### config.mk
export PLATFORM = sky130hd
export DESIGN_NAME = pfpu_seq
export DESIGN_NICKNAME = d
export VERILOG_FILES = /design/src/rtl/pfpu_seq.sv
export SDC_FILE = /design/constraint.sdc
export NUM_CORES = 1
export LEC_CHECK = 0
export BUFFER_PORTS_ARGS = -buffer_cell sky130_fd_sc_hd__clkbuf_2
export CAP_MARGIN = 10
export CORE_AREA = 2 2 212 214
export CTS_CLUSTER_SIZE = 16
export DETAILED_ROUTE_END_ITERATION = 8
export DIE_AREA = 0 0 214 216
export PLACE_DENSITY = 0.45
export SLEW_MARGIN = 20
export SYNTH_ARGS = -nofsm -noshare
export SYNTH_HDL_FRONTEND = slang
export SYNTH_SLANG_ARGS = --single-unit
### constraint.sdc
create_clock -name clk -period 6.3 [get_ports clk]
set_input_delay 0 -clock clk [delete_from_list [all_inputs] [get_ports clk]]
set_output_delay 0 -clock clk [all_outputs]
set_load 0.005 [all_outputs]
### src/rtl/pfpu_seq.sv
// pfpu_seq: multi-cycle pinky-float unit (ADDF/SUBF/MULF/ITOF/FTOI), truncating.
// Define PFPU_STATUS_FLAGS_EN to add the flags port {invalid, overflow, underflow, inexact}.
module pfpu_seq #(
    parameter int EXP_W  = 8,
    parameter int MANT_W = 7,
    parameter int W      = 1 + EXP_W + MANT_W
) (
    input  logic         clk,
    input  logic         rst_n,
    input  logic         start,
    input  logic [4:0]   op,
    input  logic [W-1:0] op1,
    input  logic [W-1:0] op2,
    output logic         busy,
    output logic         done,
    output logic [W-1:0] result
`ifdef PFPU_STATUS_FLAGS_EN
    ,
    output logic [3:0]   flags
`endif
);

    localparam int SW   = MANT_W + 1;
    localparam int XW   = EXP_W + 2;
    localparam int LZW  = $clog2(W) + 1;
    localparam int BIAS = 2 ** (EXP_W - 1) - 1;
    localparam int EMAX = 2 ** EXP_W - 1;

    localparam logic signed [XW-1:0] BIAS_X = XW'(BIAS);
    localparam logic signed [XW-1:0] EMAX_X = XW'(EMAX);
    localparam logic signed [XW-1:0] WM1_X  = XW'(W - 1);
    localparam logic signed [XW-1:0] ONE_X  = XW'(1);

    localparam logic [4:0] OP_ADDF = 5'h11;
    localparam logic [4:0] OP_FTOI = 5'h12;
    localparam logic [4:0] OP_ITOF = 5'h13;
    localparam logic [4:0] OP_MULF = 5'h14;
    localparam logic [4:0] OP_SUBF = 5'h16;

    typedef enum logic [2:0] {
        S_IDLE, S_ALIGN, S_ARITH, S_NORM, S_PACK
    } state_t;

    state_t state, state_nx;

    logic [4:0]          op_q;
    logic [W-1:0]        a_q, b_q;
    logic                sgn_q, sgn_d;
    logic signed [XW-1:0] exp_q, exp_d;
    logic [SW:0]         sig_q, sig_d;
    logic [SW-1:0]       sml_q, sml_d;
    logic [MANT_W-1:0]   man_q, man_d;
    logic [W-1:0]        int_q, int_d;
    logic                sub_q, sub_d;
    logic                zero_q, zero_d;
    logic                inx_q, inx_d;
    logic                inv_q, inv_d;
    logic [W-1:0]        res_d;
    logic [3:0]          flags_d;

    logic accept;
    logic is_add, is_mul, is_itof, is_ftoi;

    assign accept  = (state == S_IDLE) && start;
    assign is_add  = (op_q == OP_ADDF) || (op_q == OP_SUBF);
    assign is_mul  = (op_q == OP_MULF);
    assign is_itof = (op_q == OP_ITOF);
    assign is_ftoi = (op_q == OP_FTOI);

    logic [EXP_W-1:0]  ea, eb;
    logic              sa, sb_eff;
    logic [SW-1:0]     siga, sigb;
    logic [W-2:0]      ka, kb;

    assign ea     = a_q[W-2 -: EXP_W];
    assign eb     = b_q[W-2 -: EXP_W];
    assign sa     = a_q[W-1];
    assign sb_eff = b_q[W-1] ^ (op_q == OP_SUBF);
    assign siga   = (ea == '0) ? '0 : {1'b1, a_q[MANT_W-1:0]};
    assign sigb   = (eb == '0) ? '0 : {1'b1, b_q[MANT_W-1:0]};
    assign ka     = (ea == '0) ? '0 : a_q[W-2:0];
    assign kb     = (eb == '0) ? '0 : b_q[W-2:0];

    // Alignment: the smaller operand's significand is shifted right and truncated.
    logic              a_big, big_s, sml_s, lost;
    logic [EXP_W-1:0]  big_e, sml_e, diff;
    logic [SW-1:0]     big_sig, sml_sig, sml_al;

    assign a_big   = ka >= kb;
    assign big_e   = a_big ? ea : eb;
    assign sml_e   = a_big ? eb : ea;
    assign big_s   = a_big ? sa : sb_eff;
    assign sml_s   = a_big ? sb_eff : sa;
    assign big_sig = a_big ? siga : sigb;
    assign sml_sig = a_big ? sigb : siga;
    assign diff    = big_e - sml_e;
    assign sml_al  = sml_sig >> diff;
    assign lost    = |(sml_sig & ~({SW{1'b1}} << diff));

    logic [2*SW-1:0]      prod;
    logic signed [XW-1:0] mexp, ue;
    logic [W+MANT_W-1:0]  fsh;
    logic [W-1:0]         fmag;

    assign prod = siga * sigb;
    assign mexp = $signed(XW'(ea)) + $signed(XW'(eb)) - BIAS_X;
    assign ue   = $signed(XW'(eb)) - BIAS_X;
    assign fsh  = (W+MANT_W)'(sigb) << ue[LZW-1:0];
    assign fmag = fsh[W+MANT_W-1:MANT_W];

    function automatic logic [LZW-1:0] lzc(input logic [W-1:0] v);
        logic [LZW-1:0] n;
        n = LZW'(W);
        for (int i = 0; i < W; i++)
            if (v[i]) n = LZW'(W - 1 - i);
        return n;
    endfunction

    // Shared normaliser: add results are left-aligned into the integer width.
    logic [W-1:0]   lz_in, nrm;
    logic [LZW-1:0] lz;

    assign lz_in = is_itof ? int_q : {sig_q[SW-1:0], {EXP_W{1'b0}}};
    assign lz    = lzc(lz_in);
    assign nrm   = lz_in << lz;

    always_comb begin
        state_nx = state;
        busy     = (state != S_IDLE) || done;
        unique case (state)
            S_IDLE: begin
                if (start) begin
                    unique case (1'b1)
                        (op == OP_ADDF) || (op == OP_SUBF): state_nx = S_ALIGN;
                        (op == OP_MULF) || (op == OP_FTOI)
                            || (op == OP_ITOF):             state_nx = S_ARITH;
                        default:                            state_nx = S_PACK;
                    endcase
                end
            end
            S_ALIGN: state_nx = S_ARITH;
            S_ARITH: state_nx = (is_add || is_itof) ? S_NORM : S_PACK;
            S_NORM:  state_nx = S_PACK;
            S_PACK:  state_nx = S_IDLE;
            default: state_nx = S_IDLE;
        endcase
    end

    always_ff @(posedge clk or negedge rst_n) begin
        if (!rst_n) state <= S_IDLE;
        else        state <= state_nx;
    end

    always_comb begin
        sgn_d  = sgn_q;
        exp_d  = exp_q;
        sig_d  = sig_q;
        sml_d  = sml_q;
        man_d  = man_q;
        int_d  = int_q;
        sub_d  = sub_q;
        zero_d = zero_q;
        inx_d  = inx_q;
        inv_d  = inv_q;
        case (state)
            S_ALIGN: begin
                sgn_d  = big_s;
                exp_d  = $signed(XW'(big_e));
                sig_d  = {1'b0, big_sig};
                sml_d  = sml_al;
                sub_d  = big_s ^ sml_s;
                zero_d = (big_e == '0);
                inx_d  = lost;
                inv_d  = 1'b0;
            end
            S_ARITH: begin
                unique case (1'b1)
                    is_add: begin
                        sig_d = sub_q ? sig_q - {1'b0, sml_q}
                                      : sig_q + {1'b0, sml_q};
                    end
                    is_mul: begin
                        sgn_d  = sa ^ b_q[W-1];
                        zero_d = (ea == '0) || (eb == '0);
                        inv_d  = 1'b0;
                        if (prod[2*SW-1]) begin
                            exp_d = mexp + ONE_X;
                            man_d = prod[2*SW-2 -: MANT_W];
                            inx_d = |prod[MANT_W:0];
                        end else begin
                            exp_d = mexp;
                            man_d = prod[2*SW-3 -: MANT_W];
                            inx_d = |prod[MANT_W-1:0];
                        end
                    end
                    is_itof: begin
                        sgn_d  = b_q[W-1];
                        int_d  = b_q[W-1] ? -b_q : b_q;
                        zero_d = (b_q == '0);
                        inx_d  = 1'b0;
                        inv_d  = 1'b0;
                    end
                    is_ftoi: begin
                        sgn_d  = b_q[W-1];
                        zero_d = 1'b0;
                        inv_d  = 1'b0;
                        inx_d  = 1'b0;
                        int_d  = '0;
                        if (eb == '0) begin
                            int_d = '0;
                        end else if (ue[XW-1]) begin
                            inx_d = 1'b1;
                        end else if (ue >= WM1_X) begin
                            inv_d = 1'b1;
                            int_d = b_q[W-1] ? {1'b1, {(W-1){1'b0}}}
                                             : {1'b0, {(W-1){1'b1}}};
                        end else begin
                            inx_d = |fsh[MANT_W-1:0];
                            int_d = b_q[W-1] ? -fmag : fmag;
                        end
                    end
                    default: ;
                endcase
            end
            S_NORM: begin
                if (is_add && sig_q[SW]) begin
                    exp_d  = exp_q + ONE_X;
                    man_d  = sig_q[SW-1:1];
                    inx_d  = inx_q | sig_q[0];
                    zero_d = 1'b0;
                end else begin
                    zero_d = ~nrm[W-1];
                    man_d  = nrm[W-2 -: MANT_W];
                    inx_d  = inx_q | (|nrm[W-2-MANT_W:0]);
                    exp_d  = is_itof ? BIAS_X + WM1_X - $signed(XW'(lz))
                                     : exp_q - $signed(XW'(lz));
                end
            end
            default: ;
        endcase
    end

    always_comb begin
        res_d   = result;
        flags_d = 4'b0000;
        unique case (1'b1)
            is_ftoi: begin
                res_d   = int_q;
                flags_d = {inv_q, 2'b00, inx_q};
            end
            is_add, is_mul, is_itof: begin
                if (zero_q) begin
                    res_d      = '0;
                    flags_d[0] = inx_q;
                end else if (exp_q[XW-1] || (exp_q == '0)) begin
                    res_d   = '0;
                    flags_d = 4'b0011;
                end else if (exp_q > EMAX_X) begin
                    res_d   = {sgn_q, {(W-1){1'b1}}};
                    flags_d = 4'b0101;
                end else begin
                    res_d      = {sgn_q, exp_q[EXP_W-1:0], man_q};
                    flags_d[0] = inx_q;
                end
            end
            default: flags_d = 4'b1000;
        endcase
    end

    always_ff @(posedge clk or negedge rst_n) begin
        if (!rst_n) begin
            done   <= 1'b0;
            result <= '0;
            op_q   <= '0;
            a_q    <= '0;
            b_q    <= '0;
            sgn_q  <= 1'b0;
            exp_q  <= '0;
            sig_q  <= '0;
            sml_q  <= '0;
            man_q  <= '0;
            int_q  <= '0;
            sub_q  <= 1'b0;
            zero_q <= 1'b0;
            inx_q  <= 1'b0;
            inv_q  <= 1'b0;
        end else begin
            done <= (state == S_PACK);
            if (state == S_PACK) result <= res_d;
            if (accept) begin
                op_q <= op;
                a_q  <= op1;
                b_q  <= op2;
            end
            sgn_q  <= sgn_d;
            exp_q  <= exp_d;
            sig_q  <= sig_d;
            sml_q  <= sml_d;
            man_q  <= man_d;
            int_q  <= int_d;
            sub_q  <= sub_d;
            zero_q <= zero_d;
            inx_q  <= inx_d;
            inv_q  <= inv_d;
        end
    end

`ifdef PFPU_STATUS_FLAGS_EN
    always_ff @(posedge clk or negedge rst_n) begin
        if (!rst_n)                 flags <= 4'b0000;
        else if (state == S_PACK)   flags <= flags_d;
    end
`else
    logic unused_flags;
    assign unused_flags = ^flags_d;
`endif

endmodule

==> results of run 1 <==
[per-layer routing]
layer	track usage	wire, um
met1	0.2972	23280
met2	0.3208	20610
met3	0.02734	2170
met4	0.07669	1600
met5	0	0
[layout by cell type (no fill, tap or decap), types with 17 or more instances in the layout]
master / Yosys / layout
a211oi_1: 20 / 20
a21oi_1: 95 / 93
a31oi_1: 30 / 30
and2_1: 19 / 18
and3_1: 34 / 34
buf_4: 6 / 45
clkbuf_2: 1 / 56
dfrtp_1: 110 / 109
dlygate4sd3_1: 0 / 39
fa_1: 38 / 38
ha_1: 93 / 93
inv_1: 120 / 120
mux2_2: 41 / 41
mux2i_1: 35 / 35
nand2_1: 182 / 182
nand3_1: 43 / 43
nor2_1: 159 / 158
nor3_1: 38 / 37
nor4_1: 20 / 20
o21a_1: 17 / 17
o21ai_0: 108 / 108
o31ai_1: 20 / 20
xnor2_1: 51 / 51
[area by class of cell]
| type | count | area (sq um) |
|---|---|---|
| Clock inverter | 7 | 86.33 |
| Multi-Input combinational cell | 1307 | 9285 |
| Clock buffer | 9 | 225.2 |
| Sequential cell | 110 | 2754 |
| Timing Repair Buffer | 141 | 1020 |
| Tap cell | 592 | 740.7 |
| Inverter | 126 | 476.7 |
| Fill cell | 4711 | 29250 |
[final timing paths]
kind,end,cells past startpoint
worst min register to register,result[5],2
min in group clk,b_q[11],4
max in group asynchronous,b_q[14],3
worst max-delay path,man_q[2],23
worst min-delay path,sml_q[4],2
worst max register to register,man_q[2],23
[registers in the layout, indices dropped and copies added (netlist names), 3 cells and up]
signal,count
a_q,16
b_q,16
int_q,16
result,16
exp_q,10
sig_q,9
sml_q,8
man_q,7
op_q,5
state,3
[per-stage QoR]
| step | area (sq um) | instances |
|---|---|---|
| final | 14590 | 2292 |
| after global routing | 14590 | 2292 |
| after CTS | 14570 | 2292 |
| after detailed placement | 13870 | 2237 |
| after global placement | 13870 | 2237 |
| after floorplan | 13040 | 1659 |
[what timing repair did]
item                                    in CTS  in global routing
resized for setup                            0                  4
hold buffers                                39                  0
endpoints found under the setup margin       0                 11
hold endpoints to repair                    82                  0
[cell families after synthesis]
group	Yosys count	synth area share
buf+inv	242	0.07852
compound gates	431	0.2196
simple gates	591	0.2175
fa+ha+maj	131	0.1476
flops	110	0.2112
xor+xnor	69	0.04896
mux	85	0.07660
==> impl_results.md, run 1 <==
* Status: finished, final reports clean
* Slew headroom at 0.3165
* Initial DRC count at 1033
* Synth top area cells: dfrtp_1 (21%), ha_1 (8.9%), fa_1 (5.8%)
* Final Max Tran Viols at 0
* Mapped Nets at 1830
* Syn avg cell area at 7.857 sq um
* Worst-case clock buffer depth at 2
* Post-synth top cells: nand2_1 (182), nor2_1 (159), inv_1 (120)
* Min Hold Slack at 177.8 ps
* Final #Nets at 1866
* Die width at 214 um
* Top-area cell type share of the netlist area at 0.2112
* CTS Sinks at 110
* Worst setup margin at 397.7 ps
* Global route overflow at 0
* Ys async rst share at 1.000
* RSZ-0062 raised after global routing: false
* Final TNS setup at 0 ps
* Peak Freq at 169.4 MHz
* Drt pass-1 iters at 7
* Mapped Area at 13040 sq um
* Largest net degree at the start of global routing at 68
* Area grow syn2layout at 11.91%
* ANT cells at 0
* Initial antenna violation count at 0
* Die height at 216 um
* CP Launch Point: b_q[9]
* # rows at 77
* Dpl hpwl at 37080 um
* Library cells used by synthesis at 99
* WP buf/inv at 6
* Max-cap viol count at 0
* Register area share after synthesis at 0.2112
* Drt wl/cell at 20.79 um
* Via Count at 12470
* Synth Flop Type: dfrtp_1
* Root Driver: clkbuf_16
* Ports at 58
* Slowest stage delay, CP at 530 ps
* CP Capture Type: flop
* CTS tree: yes
* Post-layout util at 0.3328
* Final Setup Violations at 0
* Worst skew pair latency at 390 ps
* Die footprint at 46220 sq um
* Cts bufs inserted at 9
* H-tree Lvls at 3
* First-pass GRT wire length at 74710 um
* GR Util All Layers at 0.2086
* Synthesis-stage register bit count at 110
* Pre-CTS setup slack at 262.9 ps
* Arrival time worst endpoint at 6150 ps
* CP Launch Type: flop
* Setup bufs post-CTS at 0
* Vias in the first global route at 12330
* Vias per std cell at 5.440
* Path type of the worst setup path: reg -> reg
* Crit path time final at 5902 ps
* Routability congestion estimate at 0.9177
* Post-Syn Instances at 1659
* Routed WL at 47660 um
* Synth warn at 0
* Layout cells sized above 1 at 0.1182
* Count leader, synth: nand2_1
* Detail Route Antenna Nets at 0
* Crit path max-delay cell type: fa_1
* Hold Path Class: in -> async
* Cell taking the most area after synthesis: dfrtp_1
* Starting density of the core at 0.2974
* Clk_skew at 16.92 ps
* Top Family by Delay on Critical Path: simple AND/OR/NAND/NOR gates
* Worst Tran Pin Value at 1025 ps
* Tcrit/Tclk final at 0.9369
* Crit-path max FO at 23
* Port Buffers at 57
* Cell Chain, Critical Path: nor3_1 > nand4_1 > buf_4 > nand2_1 > inv_1 > and3_1 > fa_1 > ha_1 > inv_1 > fa_1 > inv_1 > ha_1 > nand4_1 > nor3_1 > a31oi_2 > o21a_1 > o21a_1 > o211ai_1 > buf_6 > nor3_1 > a211oi_1 > buf_4 > o22ai_1
* Clock-pin slew of the registers on the worst-case setup and hold paths at 90 ps
* Core Box Area at 43840 sq um
* DR DRC count at 0
* Setup slack, reg-to-reg at 400 ps
* Endpoints failing hold at 0
* Post-synth EDFFs at 0
* Reg2reg start: b_q[9]
* Required time worst endpoint at 6550 ps
Power of run 1 is left out: the tool's default activity adds up to more than one toggle a clock period on the data nets, which glitch-free logic cannot reach.
==> run 2, diff against run 1 <==
--- a/config.mk
+++ b/config.mk
@@ -7,11 +7,11 @@
 export LEC_CHECK = 0
 export BUFFER_PORTS_ARGS = -buffer_cell sky130_fd_sc_hd__clkbuf_2
 export CAP_MARGIN = 10
-export CORE_AREA = 2 2 212 214
+export CORE_AREA = 2 2 153 155
 export CTS_CLUSTER_SIZE = 16
 export DETAILED_ROUTE_END_ITERATION = 8
-export DIE_AREA = 0 0 214 216
-export PLACE_DENSITY = 0.45
+export DIE_AREA = 0 0 155 157
+export PLACE_DENSITY = 0.77
 export SLEW_MARGIN = 20
 export SYNTH_ARGS = -nofsm -noshare
 export SYNTH_HDL_FRONTEND = slang
==> run 2 against run 1 <==
Critical path depth is 1 lower. Worst setup slack worse by 96 ps. Non-clock buffer count is 11 lower. Clock skew is 8.8 ps lower. Die area is 47% lower. Cell count is 14% lower.
==> impl_results.md, run 2 (same netlist as run 1, synthesis figures left out) <==
* Critical R2R Capture: man_q[4]
* Drt wl/cell at 20.54 um (-1.2%)
* CP Capture Type: flop
* Vias in the first global route at 11980 (-2.8%)
* Arrival time worst endpoint at 6240 ps (+90 ps)
* CTS Sinks at 110 (unchanged)
* Final TNS setup at 0 ps (unchanged)
* Clk_skew at 8.141 ps (-8.784 ps)
* Area grow syn2layout at 8.236%
* Largest net degree at the start of global routing at 74 (+8.8%)
* CP Launch Type: flop
* DR DRC count at 0 (unchanged)
* Worst Tran Pin Value at 1059 ps (+33.39 ps)
* Worst-case clock buffer depth at 2 (unchanged)
* Setup slack, reg-to-reg at 300 ps (-100 ps)
* Core Box Area at 22500 sq um (-49%)
* Initial DRC count at 1411 (+37%)
* Starting density of the core at 0.5793 (+0.2819)
* GR Util All Layers at 0.3360 (+0.1275)
* CP Launch Point: b_q[14]
* Routability congestion estimate at 0.9927 (+8.2%)
* Tcrit/Tclk final at 0.9521 (+0.01521)
* Die footprint at 24340 sq um (-47%)
* Max-cap viol count at 0 (unchanged)
* Cts bufs inserted at 9 (unchanged)
* Via Count at 12850 (+3.0%)
* Hold Path Class: in -> async
* First-pass GRT wire length at 64630 um (-13%)
* Detail Route Antenna Nets at 0 (unchanged)
* Initial antenna violation count at 1 (+1)
* Drt pass-1 iters at 6 (-1)
* Reg2reg start: b_q[14]
* Layout cells sized above 1 at 0.1119 (-0.006335)
* Crit-path max FO at 23 (unchanged)
* Clock-pin slew of the registers on the worst-case setup and hold paths at 80 ps (about the same)
* # rows at 55 (-29%)
* H-tree Lvls at 3 (unchanged)
* Die height at 157 um (-27%)
* CTS tree: yes
* Die width at 155 um (-28%)
* Required time worst endpoint at 6540 ps (about the same)
* Vias per std cell at 6.505 (+20%)
* Routed WL at 40580 um (-15%)
* R2R cell count at 22 (-4.3%)
* Worst skew pair latency at 370 ps (-20 ps)
* RSZ-0062 raised after global routing: false
* Commonest non-fill, non-tap cell in the layout: nand2_1
* Post-layout util at 0.6270 (+0.2942)
* Final #Nets at 1855 (-0.59%)
* Final Max Tran Viols at 0 (unchanged)
* Status: finished, final reports clean
* Slew headroom at 0.2943 (-0.02226)
* Endpoints failing hold at 0 (unchanged)
* Path type of the worst setup path: reg -> reg
* Ports at 58 (unchanged)
* Setup bufs post-CTS at 0 (unchanged)
* Crit path time final at 5998 ps (+95.84 ps)
* Most frequent cells in the layout: nand2_1 (182), nor2_1 (159), inv_1 (120), dfrtp_1 (110), o21ai_0 (108)
* Final Setup Violations at 0 (unchanged)
* Dpl hpwl at 31010 um (-16%)
* Root Driver: clkbuf_16
* Peak Freq at 166.7 MHz (-1.6%)
* Global route overflow at 0 (unchanged)
* Port Buffers at 57 (unchanged)
-- run 2: cell types whose count changed in the layout (fill, tap and decap cells not counted), sizes merged --
cell	before	now
inv	128	125
clkinv	2	8
buf	46	35
diode	0	1
clkinvlp	2	0
bufinv	1	0
-- run 2: metrics by stage --
step	worst slack [ps]	instances	hold WS (ps)	instance area (sq um)
floorplan	156.4	1659	-295.6	13040
global placement	530.3	1919	-2.462	13390
detailed placement	311.2	1919	-1.128	13390
CTS	269.1	1974	153.6	14070
global route	31.08	1975	187.5	14110
finish	301.9	1975	144.6	14110
-- run 2: area by class of cell --
| cell class | count | area (sq um) |
|---|---|---|
| inverter | 126 | 473.0 |
| tap | 285 | 356.6 |
| sequential | 110 | 2753 |
| antenna | 1 | 2.502 |
| fill | 1977 | 8394 |
| multi-input combinational | 1307 | 9299 |
| clock inverter | 7 | 66.31 |
| clock buffer | 9 | 225.2 |
| timing repair buffer | 130 | 933.4 |
-- run 2: how the worst max path moves through the flow --
stage	endpoint	slack [ps]	depth (start not counted)
2_1_floorplan	exp_q[1]	160	24
3_3_place_gp	man_q[4]	530	21
3_5_place_dp	man_q[4]	310	21
4_1_cts	man_q[4]	270	21
5_1_grt	man_q[5]	30	20
6_report	man_q[4]	300	22
-- run 2: worst max-delay path, cell delays in order, from the launching register on --
cell and delay, ps:
dfrtp_1 470, clkinv_1 250, nand4_1 220, buf_4 270
nand2_1 170, a21oi_1 490, and2_1 230, fa_1 420
ha_1 290, inv_1 50, fa_1 540, inv_1 40
ha_1 260, nand4_1 60, nor3_1 320, a31oi_2 210
o21a_1 230, o21a_1 210, o211ai_1 190, buf_4 300
mux2_2 380, o21ai_0 170, a31oi_1 70
-- run 2: timing repair --
item                                    4_1_cts  5_1_grt
endpoints found under the hold margin        75        0
endpoints found under the setup margin        0        4
hold buffers                                 39        0
resized for setup                             0        5
-- run 2: per-layer routing --
metal  track usage  part of all wire
met4        0.1371             0.039
met1        0.4610              0.43
met2        0.5316              0.45
met3       0.05424             0.083
met5             0                 0
Power of run 2 is left out for the same reason.
==> run 3, diff against run 2 <==
==> constraint.sdc (replaced) <==
create_clock -name clk -period 6.3 [get_ports clk]
set_input_delay 1.89 -clock clk [delete_from_list [all_inputs] [get_ports clk]]
set_output_delay 1.89 -clock clk [all_outputs]
set_load 0.005 [all_outputs]
==> run 3 against run 2 <==
Worst hold slack improved by 340 ps. Utilization down 1.8 points. Flip-flop and latch count unchanged. Count of clock-buffer cells in the layout unchanged. Sequential share of layout area rose by 0.57 points.
==> impl_results.md, run 3 (same netlist as run 1, synthesis figures left out) <==
* CP Launch Type: flop
* Most frequent cells in the layout: nand2_1 (182), nor2_1 (159), inv_1 (120), dfrtp_1 (110), o21ai_0 (108)
* Most used cell, CP: fa_1
* Final Max Tran Viols at 0 (unchanged)
* Die footprint at 24340 sq um (unchanged)
* Hold EP: result[5]
* Worst Min Path Start: result[5]
* First-pass GRT wire length at 63500 um (-1.8%)
* Drt wl/cell at 20.74 um (+0.96%)
* Routed WL at 40110 um (-1.1%)
* Detail Route Antenna Nets at 0 (unchanged)
* Via Count at 12670 (-1.4%)
* Crit path time final at 6091 ps (+92.52 ps)
* Worst skew pair latency at 390 ps (+20 ps)
* Area grow syn2layout at 5.174%
* CTS tree: yes
* Peak Freq at 164.2 MHz (-1.5%)
* Clock-pin slew of the registers on the worst-case setup and hold paths at 90 ps (about the same)
* Hold Path Class: reg -> reg
* Arrival time worst endpoint at 6330 ps (+90 ps)
* Starting density of the core at 0.5793 (unchanged)
* Max-cap viol count at 0 (unchanged)
* Commonest non-fill, non-tap cell in the layout: nand2_1
* Final #Nets at 1815 (-2.2%)
* Final cell count without fillers at 1934 (-2.1%)
* Cts bufs inserted at 9 (unchanged)
* # rows at 55 (unchanged)
* Cells on Worst Hold Path at 2
* Core Box Area at 22500 sq um (unchanged)
* Global route overflow at 0 (unchanged)
* H-tree Lvls at 3 (unchanged)
* Vias in the first global route at 11770 (-1.8%)
* Initial antenna violation count at 0 (-1)
* Routability congestion estimate at 0.9952 (+0.25%)
* Status: finished, final reports clean
* Vias per std cell at 6.552 (+0.73%)
* Reg2reg start: b_q[11]
* Setup slack, reg-to-reg at 210 ps (-90 ps)
* Dpl hpwl at 31360 um (+1.1%)
* Filler cells at 1977 (unchanged)
* Initial DRC count at 1358 (-3.8%)
* Setup bufs post-CTS at 0 (unchanged)
* Drt pass-1 iters at 5 (-1)
* Required time worst endpoint at 6540 ps (about the same)
* Slowest stage delay, CP at 540 ps (about the same)
* CTS Sinks at 110 (unchanged)
* Die width at 155 um (unchanged)
* Post_cts resized at 0 (unchanged)
* Final Setup Violations at 0 (unchanged)
* Path type of the worst setup path: reg -> reg
* Crit-path max FO at 9 (-61%)
* DR DRC count at 0 (unchanged)
* Worst-case clock buffer depth at 2 (unchanged)
* Critical R2R Capture: man_q[5]
* Tcrit/Tclk final at 0.9668 (+0.01469)
* Endpoints failing hold at 0 (unchanged)
* Inst Count DP at 1918 (-0.052%)
* R2R cell count at 19 (-14%)
* CP Capture Type: flop
* Port Buffers at 57 (unchanged)
* Crit path max-delay cell type: fa_1
* Root Driver: clkbuf_16
* Slew headroom at 0.3154 (+0.02110)
* Clk_skew at 16.45 ps (+8.305 ps)
* Cell Chain, Critical Path: nor3_1 > and4_1 > nor2_1 > and2_1 > fa_1 > fa_1 > inv_1 > fa_1 > fa_1 > inv_1 > ha_1 > or3_1 > a31oi_2 > o21ai_0 > a311o_1 > a21o_1 > xor2_1 > mux2i_1 > o2111ai_1
* Worst Tran Pin Value at 1027 ps (-31.66 ps)
* Layout cells sized above 1 at 0.1116 (-0.0003178)
* CTS Hold Buffers Added at 0 (-100%)
* Ports at 58 (unchanged)
* ANT cells at 0 (-1)
* Largest net degree at the start of global routing at 55 (-26%)
* GR Util All Layers at 0.3316 (-0.004382)
* Die height at 157 um (unchanged)
## run 3: through the flow
stage	hold slack, ps	utilization	cell area (sq um)	setup slack [ps]	TNS, ps
6_report	482.7	0.6092	13710	209.4	0
5_1_grt	511.4	0.6092	13710	-14.83	-14.83
4_1_cts	490.0	0.6089	13700	215.4	0
3_5_place_dp	469.3	0.5948	13390	249.5	0
3_3_place_gp	464.4	0.5948	13390	456.7	0
2_1_floorplan	473.3	-	13040	156.4	0
## run 3: how the worst max path moves through the flow
stage	depth (start not counted)	endpoint	start
final	19	man_q[5]	b_q[11]
after global routing	20	exp_q[8]	b_q[11]
after CTS	20	man_q[5]	b_q[14]
after detailed placement	20	man_q[5]	b_q[14]
after global placement	20	man_q[5]	b_q[14]
after floorplan	24	exp_q[1]	b_q[8]
## run 3: critical path: cells and delay by family, from the launching register on
kind / cells / cell delay (ps)
flops: 1 / 500
xor+xnor: 1 / 160
compound gates: 5 / 1230
simple gates: 5 / 1470
buf+inv: 2 / 90
mux: 1 / 260
fa+ha+maj: 5 / 2240
## run 3: layer usage
layer / vias to the layer above / global-route usage / part of all wire
met5: - / 0 / 0
met4: 0 / 0.1411 / 0.044
met3: 114 / 0.04598 / 0.086
met2: 639 / 0.5206 / 0.45
met1: 6033 / 0.4609 / 0.42
li1: 5886 / - / -
## run 3: final cells by class
cell class	count	area (sq um)	share of cell area
Clock buffer	9	225.2	0.01643
Clock inverter	7	91.34	0.006662
Inverter	126	473.0	0.03450
Multi-Input combinational cell	1307	9275	0.6766
Sequential cell	110	2753	0.2008
Tap cell	285	356.6	0.02601
Timing Repair Buffer	90	535.5	0.03906
Power of run 3 is left out for the same reason.
